<file path="src/rtl/uart_pkg.sv">
// Shared UART definitions: receiver state encoding, default line rates, and the sample-clock divider helper.
package uart_pkg;

    localparam int DEFAULT_BAUD         = 9600;
    localparam int DEFAULT_SAMP_PER_BIT = 16;

    typedef enum logic [2:0] {
        IDLE_WAIT = 3'd0,
        ARMED     = 3'd1,
        START     = 3'd2,
        DATA      = 3'd3,
        PARITY    = 3'd4,
        STOP      = 3'd5
    } uart_state_t;

    function automatic int clk_per_samp(input int clk_hz, input int baud, input int spb);
        return clk_hz / (baud * spb);
    endfunction

endpackage

</file>
<file path="src/rtl/uart_baud_tick.sv">
// Sample-rate divider: one-cycle o_samp_tick every CLK_PER_SAMP clocks, held at phase 0 while i_clr is high.
module uart_baud_tick #(
    parameter int CLK_PER_SAMP = 10
) (
    input  logic i_clk,
    input  logic i_rst,
    input  logic i_clr,
    output logic o_samp_tick
);
    localparam int CW = (CLK_PER_SAMP > 1) ? $clog2(CLK_PER_SAMP) : 1;
    localparam logic [CW-1:0] CNT_END = CW'(CLK_PER_SAMP - 1);

    logic [CW-1:0] r_cnt;
    logic          w_wrap;

    assign w_wrap      = (r_cnt == CNT_END);
    assign o_samp_tick = w_wrap & ~i_clr;

    always_ff @(posedge i_clk or posedge i_rst) begin
        if (i_rst) begin
            r_cnt <= '0;
        end else if (i_clr || w_wrap) begin
            r_cnt <= '0;
        end else begin
            r_cnt <= r_cnt + 1'b1;
        end
    end

endmodule

</file>
<file path="src/rtl/uart_rx_param.sv">
// Oversampling UART receiver with 3-sample majority vote, false-start rejection and framing check; no backpressure.
// valid_out pulses one clock after the stop-bit decision; the parity stage exists only with UART_RX_PARITY_EN.
module uart_rx_param
    import uart_pkg::*;
#(
    parameter int CLK_HZ       = 65_000_000,
    parameter int BAUD_RATE    = DEFAULT_BAUD,
    parameter int SAMP_PER_BIT = DEFAULT_SAMP_PER_BIT,
    parameter int DATA_BITS    = 8,
    parameter int IDLE_CYCLES  = 65_000,
    parameter bit PARITY_ODD   = 1'b0
) (
    input  logic                 clk_in,
    input  logic                 rst_in,
    input  logic                 sig_in,
    output logic [DATA_BITS-1:0] data_out,
    output logic                 valid_out,
    output logic                 busy_out,
    output logic                 frame_err_out,
    output logic                 parity_err_out
);
    localparam int CPS = clk_per_samp(CLK_HZ, BAUD_RATE, SAMP_PER_BIT);
    localparam int SW  = $clog2(SAMP_PER_BIT);
    localparam int BW  = $clog2(DATA_BITS + 1);
    localparam int IW  = (IDLE_CYCLES > 1) ? $clog2(IDLE_CYCLES) : 1;

    localparam logic [SW-1:0] IDX_V0   = SW'(SAMP_PER_BIT / 2 - 1);
    localparam logic [SW-1:0] IDX_V1   = SW'(SAMP_PER_BIT / 2);
    localparam logic [SW-1:0] IDX_DEC  = SW'(SAMP_PER_BIT / 2 + 1);
    localparam logic [SW-1:0] IDX_END  = SW'(SAMP_PER_BIT - 1);
    localparam logic [BW-1:0] LAST_BIT = BW'(DATA_BITS - 1);
    localparam logic [IW-1:0] IDLE_END = IW'(IDLE_CYCLES - 1);

    uart_state_t          r_state;
    uart_state_t          w_state_nxt;

    logic                 r_meta;
    logic                 r_sync;
    logic                 r_prev;
    logic [SW-1:0]        r_samp_idx;
    logic                 r_v0;
    logic                 r_v1;
    logic [BW-1:0]        r_bit_cnt;
    logic [DATA_BITS-1:0] r_shift;
    logic [IW-1:0]        r_idle_cnt;
    logic [DATA_BITS-1:0] r_data;
    logic                 r_valid;
    logic                 r_ferr;
    logic                 r_perr;

    logic                 w_tick;
    logic                 w_in_frame;
    logic                 w_baud_clr;
    logic                 w_decide;
    logic                 w_vote;
    logic                 w_fall;
    logic                 w_idle_done;
    logic                 w_par_err;
    logic                 w_load;
    logic                 w_ferr_set;
    logic                 w_perr_set;

    assign w_in_frame  = (r_state == START) || (r_state == DATA) ||
                         (r_state == PARITY) || (r_state == STOP);
    assign w_baud_clr  = ~w_in_frame;
    assign w_decide    = w_in_frame && w_tick && (r_samp_idx == IDX_DEC);
    assign w_vote      = (r_v0 & r_v1) | (r_v0 & r_sync) | (r_v1 & r_sync);
    assign w_fall      = r_prev & ~r_sync;
    assign w_idle_done = r_sync && (r_idle_cnt == IDLE_END);

    uart_baud_tick #(
        .CLK_PER_SAMP(CPS)
    ) u_baud_tick (
        .i_clk      (clk_in),
        .i_rst      (rst_in),
        .i_clr      (w_baud_clr),
        .o_samp_tick(w_tick)
    );

`ifdef UART_RX_PARITY_EN
    logic r_par;

    assign w_par_err = r_par != ((^r_shift) ^ PARITY_ODD);

    always_ff @(posedge clk_in or posedge rst_in) begin
        if (rst_in) begin
            r_par <= 1'b0;
        end else if (r_state == PARITY && w_decide) begin
            r_par <= w_vote;
        end
    end
`else
    logic w_unused_parity_odd;

    assign w_par_err           = 1'b0;
    assign w_unused_parity_odd = PARITY_ODD;
`endif

    always_ff @(posedge clk_in or posedge rst_in) begin
        if (rst_in) begin
            r_state <= IDLE_WAIT;
        end else begin
            r_state <= w_state_nxt;
        end
    end

    always_comb begin
        w_state_nxt = r_state;
        w_load      = 1'b0;
        w_ferr_set  = 1'b0;
        w_perr_set  = 1'b0;
        case (r_state)
            IDLE_WAIT: if (w_idle_done) w_state_nxt = ARMED;
            ARMED:     if (w_fall) w_state_nxt = START;
            START:     if (w_decide) w_state_nxt = w_vote ? ARMED : DATA;
            DATA: begin
                if (w_decide && r_bit_cnt == LAST_BIT) begin
`ifdef UART_RX_PARITY_EN
                    w_state_nxt = PARITY;
`else
                    w_state_nxt = STOP;
`endif
                end
            end
`ifdef UART_RX_PARITY_EN
            PARITY:    if (w_decide) w_state_nxt = STOP;
`endif
            STOP: begin
                if (w_decide) begin
                    w_load      = w_vote & ~w_par_err;
                    w_ferr_set  = ~w_vote;
                    w_perr_set  = w_par_err;
                    // A bad stop bit means we may be mid-stream: re-qualify the line before re-arming.
                    w_state_nxt = w_vote ? ARMED : IDLE_WAIT;
                end
            end
            default:   w_state_nxt = IDLE_WAIT;
        endcase
    end

    always_ff @(posedge clk_in or posedge rst_in) begin
        if (rst_in) begin
            r_meta     <= 1'b1;
            r_sync     <= 1'b1;
            r_prev     <= 1'b1;
            r_samp_idx <= '0;
            r_v0       <= 1'b0;
            r_v1       <= 1'b0;
            r_bit_cnt  <= '0;
            r_shift    <= '0;
            r_idle_cnt <= '0;
            r_data     <= '0;
            r_valid    <= 1'b0;
            r_ferr     <= 1'b0;
            r_perr     <= 1'b0;
        end else begin
            r_meta <= sig_in;
            r_sync <= r_meta;
            r_prev <= r_sync;

            if (!w_in_frame) begin
                r_samp_idx <= '0;
            end else if (w_tick) begin
                r_samp_idx <= (r_samp_idx == IDX_END) ? '0 : r_samp_idx + 1'b1;
            end

            if (w_tick && r_samp_idx == IDX_V0) r_v0 <= r_sync;
            if (w_tick && r_samp_idx == IDX_V1) r_v1 <= r_sync;

            // LSB arrives first, so shifting in at the MSB leaves the word aligned after the last bit.
            if (r_state == START) begin
                r_bit_cnt <= '0;
            end else if (r_state == DATA && w_decide) begin
                r_shift   <= {w_vote, r_shift[DATA_BITS-1:1]};
                r_bit_cnt <= r_bit_cnt + 1'b1;
            end

            if (r_state != IDLE_WAIT || !r_sync) begin
                r_idle_cnt <= '0;
            end else if (r_idle_cnt != IDLE_END) begin
                r_idle_cnt <= r_idle_cnt + 1'b1;
            end

            if (w_load) r_data <= r_shift;
            r_valid <= w_load;
            r_ferr  <= w_ferr_set;
            r_perr  <= w_perr_set;
        end
    end

    assign data_out       = r_data;
    assign valid_out      = r_valid;
    assign busy_out       = w_in_frame;
    assign frame_err_out  = r_ferr;
    assign parity_err_out = r_perr;

endmodule

</file>
<file path="config.mk">
export PLATFORM = sky130hd
export DESIGN_NAME = uart_rx_param
export DESIGN_NICKNAME = d
export VERILOG_FILES = /design/src/rtl/uart_pkg.sv /design/src/rtl/uart_baud_tick.sv /design/src/rtl/uart_rx_param.sv
export SDC_FILE = /design/constraint.sdc
export NUM_CORES = 1
export LEC_CHECK = 0
export CORE_ASPECT_RATIO = 0.9
export CORE_MARGIN = 2
export CORE_UTILIZATION = 40
export CTS_BUF_LIST = sky130_fd_sc_hd__clkbuf_4
export CTS_CLUSTER_DIAMETER = 30
export DETAILED_ROUTE_END_ITERATION = 10
export PLACE_DENSITY = 0.66
export SLEW_MARGIN = 20
export SYNTH_ARGS = -nofsm -noshare
export SYNTH_HDL_FRONTEND = slang
export SYNTH_SLANG_ARGS = --single-unit
</file>
<file path="constraint.sdc">
create_clock -name clk_in -period 2.2 [get_ports clk_in]
set_input_delay 0.44 -clock clk_in [delete_from_list [all_inputs] [get_ports clk_in]]
set_output_delay 0.44 -clock clk_in [all_outputs]
set_load 0.02 [all_outputs]
</file>
Word-level counts from Yosys, hierarchy flattened
Cells that the tools add are included.
{"block": "word_totals", "input_bits": 3, "output_inout_bits": 12, "reg_bits": 59, "wordCells": 87}
{"block": "classes", "mux": 20, "bitwise_logic": 11, "n_eq_ne": 19, "n_reduce_logical": 19, "n_addsub": 4}
{"operator": "16-bit 2-to-1 mux", "n": 2}
{"operator": "4-bit 2-to-1 mux", "n": 5}
{"operator": "16-bit by 1-bit adder with 16-bit output (second input constant)", "n": 1}
{"operator": "16-bit equality test (second input constant)", "n": 1}
{"operator": "16-bit != test (second input constant)", "n": 1}
{"operator": "3-bit 2-to-1 mux", "n": 5}
{"operator": "3-bit case mux with 5 select lines", "n": 1}
{"operator": "4-bit equality test (second input constant)", "n": 3}
{"operator": "2-bit != test (second input constant)", "n": 5}
{"operator": "9-bit by 1-bit adder with 9-bit output (second input constant)", "n": 1}
{"operator": "9-bit equality test (second input constant)", "n": 1}
{"operator": "9-bit 2-to-1 mux", "n": 1}
{"operator": "4-bit by 1-bit adder with 4-bit output (second input constant)", "n": 2}
{"operator": "4-bit by 3-bit equality test with 1-bit output (second input constant)", "n": 2}
{"operator": "1-bit logical AND", "n": 7}
{"operator": "3-bit by 2-bit equality test with 1-bit output (second input constant)", "n": 2}
{"operator": "3-bit equality test (second input constant)", "n": 2}
{"operator": "1-bit AND", "n": 5}
{"operator": "1-bit logical OR", "n": 5}
{"operator": "1-bit 2-to-1 mux", "n": 5}
{"operator": "5-bit AND reduction", "n": 1}
{"operator": "1-bit NOT", "n": 4}
{"operator": "2-bit nonzero test", "n": 2}
{"operator": "3-bit by 1-bit equality test with 1-bit output (second input constant)", "n": 1}
{"operator": "7 further kinds", "n": 8}

Logic depth before layout (Yosys ltp)
Gate-level depths: netlist (run 1).
{"block": "logic_depth", "word_depth": 10, "ltp_mapped": 7, "ltp_nobuf": 6}

Cells and area by module
From an unflattened synthesis (run 1), not the netlist that was laid out.
{"block": "hier_totals", "cells_unflattened": 260, "area_unflattened_um2": 2869.0}
{"module": "uart_rx_param", "seq_area_each_um2": 1255.0, "area_each_um2": 2394.8, "n_inst": 1, "cells_per_inst": 214}
{"module": "uart_baud_tick", "seq_area_each_um2": 225.2, "area_each_um2": 474.2, "n_inst": 1, "cells_per_inst": 46}

Least setup slack after synthesis (run 1)
OpenSTA, ideal clock, no wires.
{"block": "synth_timing", "path_kind": "flip-flop to flip-flop", "startpoint": "register u_baud_tick.r_cnt[3]", "endpoint": "register r_bit_cnt[3]", "slack_ns": 0.039, "setup_time_ns": 0.078, "stages_incl_launch_ff": 6, "path_buffers": 1, "required_ns": 2.122, "arrival_ns": 2.083, "period_less_slack_ns": 2.161, "path_cell_list": "dfrtp_1 > or4b_4 > or4_1 > buf_2 > or3_1 > a21boi_1"}
{"block": "synth_via", "elab_chain_cells": 6}
{"item": "from (decl)", "line_no": "uart_baud_tick.sv:13", "rtl": "logic [CW-1:0] r_cnt;"}
{"item": "from (signal assigned)", "line_no": "uart_baud_tick.sv:25", "rtl": "r_cnt <= r_cnt + 1'b1;"}
{"item": "9-bit equality test", "line_no": "uart_baud_tick.sv:16", "rtl": "assign w_wrap = (r_cnt == CNT_END);"}
{"item": "1-bit AND", "line_no": "uart_baud_tick.sv:17", "rtl": "assign o_samp_tick = w_wrap & ~i_clr;"}
{"item": "1-bit logical AND (2 in series)", "line_no": "uart_rx_param.sv:66", "rtl": "assign w_decide = w_in_frame && w_tick && (r_samp_idx == IDX_DEC);"}
{"item": "1-bit logical AND", "line_no": "uart_rx_param.sv:173", "rtl": "end else if (r_state == DATA && w_decide) begin"}
{"item": "2-bit nonzero test (no line)"}
{"item": "to (signal assigned)", "line_no": "uart_rx_param.sv:175", "rtl": "r_bit_cnt <= r_bit_cnt + 1'b1;"}
{"item": "to (decl)", "line_no": "uart_rx_param.sv:43", "rtl": "logic [BW-1:0] r_bit_cnt;"}
No other way between the ends.
A chain may end at the register's enable or synchronous reset.

Final worst setup path (run 1)
{"block": "layout_timing", "startpoint": "register u_baud_tick.r_cnt[4]", "endpoint": "register r_bit_cnt[3]"}
The elaborated chain is that of the path after synthesis.

==> flow_metrics.tcl, run 1 <==
set metrics [dict create \
    vdd_drop_max_uv 359 \
    ctsHoldBuffers 0 \
    cts.sinks 59 \
    leakage_nw 1.40 \
    finalSetupViolCount 0 \
    dieArea_um2 7600 \
    grt_pass1_vias 1917 \
    drive_gt1_share_pct 18.7 \
    clockBufferDepth 2 \
    nFillCells 616 \
    final_nets 294 \
    antenna_left 0 \
    arrival_ns 2.41 \
    startpoint_type "flip-flop" \
    p_per_area_nw_per_um2 621 \
    vias 1961 \
    antenna_found_initial 0 \
    cp_max_fo 4 \
    clkTransAtPathRegs_ns 0.09 \
    grt_pass1_wl_um 9180 \
    die_height_um 82.9 \
    synth_flop_cell "dfrtp_1" \
    end_kind "flip-flop" \
    routedWlPerCell_um 13.6 \
    grt_overflow 0 \
    yosys-top-cells-area "dfrtp_1 (51%), mux2_2 (7.3%), nor2_1 (3.7%), nand3_1 (3.6%), ha_1 (3.2%)" \
    firstDrtPassIters 4 \
    cts_root_buf "clkbuf_4" \
    path_depth 4 \
    grt_usage_pct 15.4 \
    seq_area_frac_synth_pct 53.5 \
    die_w_um 91.7 \
    p_int_mw 1.60 \
    fmax_mhz 479 \
    synth.most_common_cell "dfrtp_1" \
    hp-class "reg -> reg" \
    relSlewSlack_pct 58.9 \
    maxCapViolCount 0 \
    grt_max_degree 60 \
    fin_cells 379 \
    dr.first_iter.drc_count 108 \
    avgSynthCellArea_um2 10.9 \
    cpMaxStageDelayCell "or4_1" \
    pwr-share-clk_pct 43.4 \
    slowest_delay_ns 0.55 \
    antennaDiodeCount 0 \
    dpl.cell_count 362 \
    portBuffers 13 \
    rsz0062_at_grt "false" \
    pwr-share-seq_pct 54.4 \
    final_core_util_pct 48.9 \
    status "finished clean" \
    worstSetupStartpoint "u_baud_tick.r_cnt[4]" \
    ios 15 \
    rows 28 \
    reg2reg_from "u_baud_tick.r_cnt[4]" \
    whs_path_depth 0 \
    synth.top_cell.area_share_pct 50.6 \
    synth_edf_count 0 \
    path_buf_inv 0 \
    hpwl_um 3380 \
    rr_worst_depth 4 \
    area_delta_synth_final_pct 17.5 \
    synthTopCellsByCount "dfrtp_1 (56), nor2_1 (27), nand3_1 (20)" \
    yosys.cell_types.count 42 \
    drc 0 \
    sw_frac_of_total_pct 20.9 \
    slew_viol_final 0 \
    switchingPower_mw 0.423 \
    syn_area_um2 2770 \
    hold_violations 0 \
    worstPathRequired_ns 2.52 \
    gp_congestion 0.789 \
    regArea_um2 1480 \
    yosysTopAreaCell "dfrtp_1" \
    synth_cells 254 \
    yosysWarnings 0 \
    layout_min_cycle_time_ns 2.09 \
    power_frac_comb_pct 2.2 \
    wirelength_um 5140 \
    cts-buffers-inserted 9 \
    syn-num-nets 264 \
    tns_ns 0 \
    viasPerCell 5.17 \
    crit_family "simple AND/OR/NAND/NOR gates" \
    tritoncts "built" \
    worstMarginPinSlew_ns 0.614 \
    clock-skew-final_ns 0.0149 \
    worst-setup-path-type "reg -> reg" \
    path_cells "or4b_4 -> or4_1 -> or3_1 -> a21boi_1" \
    total_power_mw 2.02 \
    multi_input_area_um2 1220 \
    core-area_um2 6660 \
    initial_core_util_pct 41.6 \
    async_flop_share_pct 100 \
    cts_htree_levels 3 \
    clk_latency_ns 0.40 \
    post-route-period-util_pct 94.8 \
    worstHoldStart "r_meta" \
    ys_ff_latch 59 \
]
cells by family (layout without fill, tap and decap cells):
logic type,count (synthesis),in the layout,synth area share (%)
xor+xnor,19,19,6.01
buf+inv,14,49,2.67
flops,59,59,53.5
fa+ha+maj,8,8,3.52
compound gates,23,23,4.84
other cells,1,1,0.135
mux,19,19,7.68
simple gates,111,111,21.7
cell type report:
class                           instances  share of cell area (%)
Inverter                                6                   0.692
Multi-Input combinational cell        181                    37.5
Tap cell                               90                    3.46
Timing Repair Buffer                   27                    7.96
Clock buffer                           12                    2.77
Sequential cell                        59                    45.5
Clock inverter                          4                    2.08
repair_timing:
action	4_1_cts	5_1_grt
pin swaps	0	0
setup endpoints to repair	1	1
gates resized for setup	2	0
buffers inserted	0	1
worst paths after layout:
path / to / slack, ns
max in group asynchronous: r_meta / 1.49
max: r_bit_cnt[3] / 0.11
min: r_sync / 0.36
min reg2reg: r_sync / 0.36
min in group asynchronous: r_idle_cnt[12] / 0.40
max reg2reg: r_bit_cnt[3] / 0.11
through the flow:
step	hold slack [ns]	setup slack [ns]	cell area (µm²)
after floorplan	0.345	0.0389	2770
after global placement	0.348	0.147	3090
after detailed placement	0.347	0.104	3090
after CTS	0.359	0.0696	3250
after global routing	0.360	0.0170	3250
final	0.355	0.114	3250
power by group through the flow:
stage,Combinational (mW),Sequential (mW),Clock [mW]
5_1_grt,0.0526,1.10,0.959
3_3_place_gp,0.0461,1.12,0
6_report,0.0442,1.10,0.877
3_5_place_dp,0.0468,1.12,0
4_1_cts,0.0468,1.10,0.912
2_1_floorplan,0.0307,1.12,0
per-layer routing:
layer	GRT usage [%]	wire, µm	up-vias
li1	-	-	973
met1	21.2	2590	949
met2	21.7	2260	35
met3	4.26	233	4
met4	8.55	52	0
met5	0	0	-
registers in the layout, summed over array words and instances, names as in the netlist:
name and cells:
r_state 3, r_bit_cnt 4, r_samp_idx 4, frame_err_out 1
r_idle_cnt 16, r_meta 1, r_v0 1, u_baud_tick.r_cnt 9
r_shift 8, data_out 8, valid_out 1, r_v1 1
r_prev 1, r_sync 1
placed cells by master, fill, tap and decap left out, drive strengths merged, types with 8 or more instances in the layout:
master         count
nor3               8
nand2             12
xor2               9
dfrtp             56
mux2              18
nand3             20
nor2              27
buf               14
xnor2             10
clkdlybuf4s50     12
o21ai             11
clkbuf            12
Note: power is estimated with default switching activity, not from simulation.
==> inputs of run 2 (changes only) <==
--- a/config.mk
+++ b/config.mk
@@ -11,7 +11,7 @@
 export CTS_BUF_LIST = sky130_fd_sc_hd__clkbuf_4
 export CTS_CLUSTER_DIAMETER = 30
 export DETAILED_ROUTE_END_ITERATION = 10
-export PLACE_DENSITY = 0.66
+export PLACE_DENSITY = 0.64
 export SLEW_MARGIN = 20
 export SYNTH_ARGS = -nofsm -noshare
 export SYNTH_HDL_FRONTEND = slang
==> constraint.sdc (replaced) <==
create_clock -name clk_in -period 2.4 [get_ports clk_in]
set_input_delay 0.48 -clock clk_in [delete_from_list [all_inputs] [get_ports clk_in]]
set_output_delay 0.48 -clock clk_in [all_outputs]
set_load 0.02 [all_outputs]
==> flow_metrics.tcl, run 2 (synthesized netlist as in run 1, its figures left out) <==
set metrics [dict create \
    status "finished clean" \
    cts_htree_levels 3 \
    final_common_cell "dfrtp_1" \
    routedWlPerCell_um 13.3 \
    rows 28 \
    post-route-period-util_pct 95.0 \
    biggestRegsByFlops "r_idle_cnt (16), u_baud_tick.r_cnt (9)" \
    vias 1972 \
    cts.sinks 59 \
    regMostFlops "r_idle_cnt" \
    clk_latency_ns 0.38 \
    drc 0 \
    drive_gt1_share_pct 17.0 \
    worst-setup-path-type "reg -> out" \
    dieArea_um2 7600 \
    portBuffers 13 \
    grtUsageMet3_pct 6.08 \
    mostFrequentLayoutCells "dfrtp_1 (56), nor2_1 (27), nand3_1 (20), mux2_2 (18), clkdlybuf4s50_1 (13)" \
    grt_pass1_wl_um 9010 \
    grt_usage_pct 14.7 \
    maxCapViolCount 0 \
    fmax_mhz 439 \
    antenna_found_initial 0 \
    clock-skew-final_ns 0.0176 \
    clkTransAtPathRegs_ns 0.09 \
    initial_core_util_pct 41.6 \
    cp_max_fo 11 \
    pwr-share-clk_pct 39.3 \
    place_ws_ns 0.253 \
    clockBufferDepth 2 \
    core-area_um2 6660 \
    path_cells "xnor2_2 -> inv_1 -> clkdlybuf4s50_1" \
    switchingPower_mw 0.366 \
    finalSetupViolCount 0 \
    slowest_delay_ns 0.61 \
    tritoncts "built" \
    use_met1_pct 18.0 \
    whs_endpoint "r_sync" \
    cts-buffers-inserted 9 \
    hpwl_um 3460 \
    rsz0062_at_grt "false" \
    total_power_mw 1.73 \
    final_nets 287 \
    fin_cells 372 \
    startpoint_type "flip-flop" \
    leakage_nw 1.36 \
    ios 15 \
    grt_overflow 0 \
    grt_pass1_vias 2000 \
    die_height_um 82.9 \
    worstPathRequired_ns 1.92 \
    antenna_left 0 \
    viasPerCell 5.30 \
    wirelength_um 4930 \
    cpMaxStageDelayCell "clkdlybuf4s50_1" \
    sw_frac_of_total_pct 21.2 \
    end_kind "output port" \
    met2_usage_pct 23.9 \
    ctsHoldBuffers 0 \
    worstHoldStart "r_meta" \
    final_core_util_pct 47.7 \
    p_int_mw 1.36 \
    worst_slack_ns 0.121 \
    multi_input_area_um2 1230 \
    place_area_um2 3030 \
    slew_viol_final 0 \
    timing.rr.end "r_bit_cnt[3]" \
    dr.first_iter.drc_count 88 \
    antennaDiodeCount 0 \
    worstMarginPinSlew_ns 0.607 \
    regArea_um2 1480 \
    hp-class "reg -> reg" \
    busiest_layer "met2" \
    gp_congestion 0.781 \
    hold_violations 0 \
    grt_max_degree 41 \
    dpl.cell_count 356 \
    relSlewSlack_pct 59.4 \
    area_delta_synth_final_pct 14.6 \
    reg2reg_from "u_baud_tick.r_cnt[3]" \
    die_w_um 91.7 \
    rrSetupSlack_ns 0.22 \
    vdd_drop_max_uv 363 \
    p_per_area_nw_per_um2 544 \
    hold_ws_ns 0.369 \
    cts_root_buf "clkbuf_4" \
    largest_register_ffs 16 \
    pwr-share-seq_pct 58.4 \
    final_area_um2 3170 \
    rr_worst_depth 4 \
    firstDrtPassIters 4 \
    arrival_ns 1.80 \
    power_frac_comb_pct 2.3 \
    nFillCells 639 \
    tns_ns 0 \
    layout_min_cycle_time_ns 2.28 \
    whs_path_depth 0 \
]
-- run 2: final cells by class --
type                    instances  share of cell area [%]
clock buffers                  12                    2.84
clock inverters                 4                    1.38
inverters                       6                   0.710
multi-input cells             181                    38.7
flip-flops and latches         59                    46.6
well taps                      90                    3.55
repair buffers                 20                    6.15
-- run 2: worst max path at each step --
| stage | to | cells after the start | startpoint | slack [ns] |
|---|---|---|---|---|
| final | busy_out | 3 | r_state[1] | 0.12 |
| after global routing | busy_out | 3 | r_state[1] | 0.005 |
| after CTS | busy_out | 3 | r_state[1] | 0.002 |
| after detailed placement | r_bit_cnt[3] | 4 | u_baud_tick.r_cnt[3] | 0.25 |
| after global placement | r_bit_cnt[3] | 4 | u_baud_tick.r_cnt[3] | 0.30 |
| after floorplan | r_bit_cnt[3] | 5 | u_baud_tick.r_cnt[3] | 0.24 |
-- run 2: worst max-delay path: cells and delay by family, from the launching register on --
family	cells	cell delay, ns
xor+xnor	1	0.21
flops	1	0.51
buf+inv	2	0.71
-- run 2: per-layer routing --
layer / share of wire, % / up-vias
li1: - / 960
met1: 46 / 974
met2: 49 / 34
met3: 3.5 / 4
met4: 1.3 / 0
met5: 0 / -
-- run 2: power groups by stage --
| stage | Clock (mW) | Sequential [mW] | Combinational [mW] |
|---|---|---|---|
| final | 0.678 | 1.01 | 0.0402 |
| after global routing | 0.761 | 1.01 | 0.0478 |
| after CTS | 0.711 | 1.01 | 0.0428 |
| after detailed placement | 0 | 1.03 | 0.0428 |
| after global placement | 0 | 1.03 | 0.0419 |
| after floorplan | 0 | 1.03 | 0.0282 |
-- run 2: timing repair --
item	CTS	global route
endpoints found under the setup margin	0	1
resized for setup	0	1
setup buffers	0	0
==> inputs of run 3 (changes only) <==
--- a/config.mk
+++ b/config.mk
@@ -11,7 +11,7 @@
 export CTS_BUF_LIST = sky130_fd_sc_hd__clkbuf_4
 export CTS_CLUSTER_DIAMETER = 30
 export DETAILED_ROUTE_END_ITERATION = 10
-export PLACE_DENSITY = 0.64
+export PLACE_DENSITY = 0.66
 export SLEW_MARGIN = 20
 export SYNTH_ARGS = -nofsm -noshare
 export SYNTH_HDL_FRONTEND = slang
==> constraint.sdc (replaced) <==
create_clock -name clk_in -period 2.05 [get_ports clk_in]
set_input_delay 0.41 -clock clk_in [delete_from_list [all_inputs] [get_ports clk_in]]
set_output_delay 0.41 -clock clk_in [all_outputs]
set_load 0.02 [all_outputs]
==> flow_metrics.tcl, run 3 (synthesized netlist as in run 1, its figures left out) <==
set metrics [dict create \
    grt_pass1_wl_um 9130 \
    regMostFlops "r_idle_cnt" \
    grt_max_degree 27 \
    die_w_um 91.7 \
    clkTransAtPathRegs_ns 0.10 \
    hp-class "in -> async" \
    cts.sinks 59 \
    tritoncts "built" \
    end_kind "flip-flop" \
    slew_viol_final 0 \
    mostFrequentLayoutCells "dfrtp_1 (56), nor2_1 (27), nand3_1 (20), mux2_2 (18), buf_4 (16)" \
    portBuffers 13 \
    worstMarginPinSlew_ns 0.615 \
    ios 15 \
    antenna_found_initial 0 \
    rsz0062_at_grt "false" \
    initial_core_util_pct 41.6 \
    biggestRegsByFlops "r_idle_cnt (16), u_baud_tick.r_cnt (9)" \
    final_common_cell "dfrtp_1" \
    wirelength_um 5060 \
    clock-skew-final_ns 0.0173 \
    cpMaxStageDelayCell "or4b_4" \
    area_delta_synth_final_pct 19.1 \
    fmax_mhz 505 \
    grt_overflow 0 \
    die_height_um 82.9 \
    tns_ns 0 \
    cts-buffers-inserted 9 \
    cts_root_buf "clkbuf_4" \
    largest_register_ffs 16 \
    vias 1922 \
    status "finished clean" \
    viasPerCell 5.02 \
    antenna_left 0 \
    ctsResizeCount 1 \
    routedWlPerCell_um 13.2 \
    drive_gt1_share_pct 20.5 \
    path_buf_inv 0 \
    hold_ws_ns 0.322 \
    vdd_drop_max_uv 414 \
    gp_congestion 0.773 \
    worst-setup-path-type "reg -> reg" \
    layout_min_cycle_time_ns 1.98 \
    hold_violations 0 \
    cts_htree_levels 3 \
    antennaDiodeCount 0 \
    clk_latency_ns 0.41 \
    dieArea_um2 7600 \
    cp_max_fo 6 \
    final_nets 298 \
    path_cells "or4b_4 -> or4_1 -> or3_1 -> a21boi_1" \
    drc 0 \
    arrival_ns 2.31 \
    leakage_nw 1.43 \
    worstPathRequired_ns 2.38 \
    clockBufferDepth 2 \
    slowest_delay_ns 0.58 \
    ctsHoldBuffers 0 \
    firstDrtPassIters 5 \
    grt_pass1_vias 1907 \
    maxCapViolCount 0 \
    relSlewSlack_pct 58.9 \
    finalSetupViolCount 0 \
    post-route-period-util_pct 96.6 \
    grt_usage_pct 15.1 \
    dr.first_iter.drc_count 82 \
    core-area_um2 6660 \
    post_cts_buffers 0 \
    rows 28 \
    crit_family "simple AND/OR/NAND/NOR gates" \
    hpwl_um 3410 \
    startpoint_type "flip-flop" \
    p_per_area_nw_per_um2 657 \
]
==> run 3: cell types whose count changed in the layout (fill, tap and decap cells not counted), sizes merged <==
cell,change
buf,+11
bufinv,+1
clkbuf,-1
clkdlybuf4s50,-1
dlygate4sd2,+1
==> run 3: metrics by stage <==
step | cell area, µm² | instances | power, mW | utilization [%] | setup slack, ns
floorplan | 2780 | 254 | 1.23 | - | 0.000514
global placement | 3130 | 367 | 1.25 | 47.1 | 0.129
detailed placement | 3130 | 367 | 1.25 | 47.1 | 0.0960
CTS | 3290 | 383 | 2.21 | 49.5 | 0.0569
global route | 3300 | 383 | 2.28 | 49.5 | 0.00483
finish | 3300 | 383 | 2.16 | 49.5 | 0.0707
==> run 3: worst paths after layout <==
check / start / slack, ns / endpoint / cells past startpoint
worst max-delay path: u_baud_tick.r_cnt[4] / 0.07 / r_bit_cnt[3] / 4
worst min-delay path: rst_in / 0.32 / u_baud_tick.r_cnt[2] / 2
worst max register to register: u_baud_tick.r_cnt[4] / 0.07 / r_bit_cnt[3] / 4
worst min register to register: r_meta / 0.36 / r_sync / 0
max in group asynchronous: rst_in / 1.17 / r_idle_cnt[8] / 3
min in group clk_in: r_meta / 0.36 / r_sync / 0
==> run 3: worst reg2reg max path: cells and delay by family (launching register included) <==
family | cells | cell delay (ns)
compound gates | 1 | 0.13
simple gates | 3 | 1.40
flops | 1 | 0.39
==> run 3: metal layers <==
| metal | global-route usage (%) | share of wire, % | up-vias | wire [µm] |
|---|---|---|---|---|
| li1 | - | - | 973 | - |
| met1 | 21.3 | 52 | 920 | 2630 |
| met3 | 5.17 | 3.3 | 4 | 168 |
| met2 | 21.0 | 43 | 25 | 2200 |
| met5 | 0 | 0 | - | 0 |
| met4 | 6.51 | 1.2 | 0 | 63 |
==> run 3: final cells by class <==
| class | count | area [µm²] |
|---|---|---|
| multi-input combinational | 181 | 1230 |
| clock inverter | 5 | 77.6 |
| sequential | 59 | 1480 |
| tap | 90 | 113 |
| inverter | 6 | 22.5 |
| fill | 622 | 3360 |
| clock buffer | 11 | 82.6 |
| timing repair buffer | 31 | 289 |
==> run 3: where the power goes <==
| group | leakage, nW | internal [mW] | switching, mW |
|---|---|---|---|
| clock network | 0.0885 | 0.519 | 0.417 |
| registers | 0.812 | 1.17 | 0.00691 |
| logic | 0.528 | 0.0141 | 0.0342 |
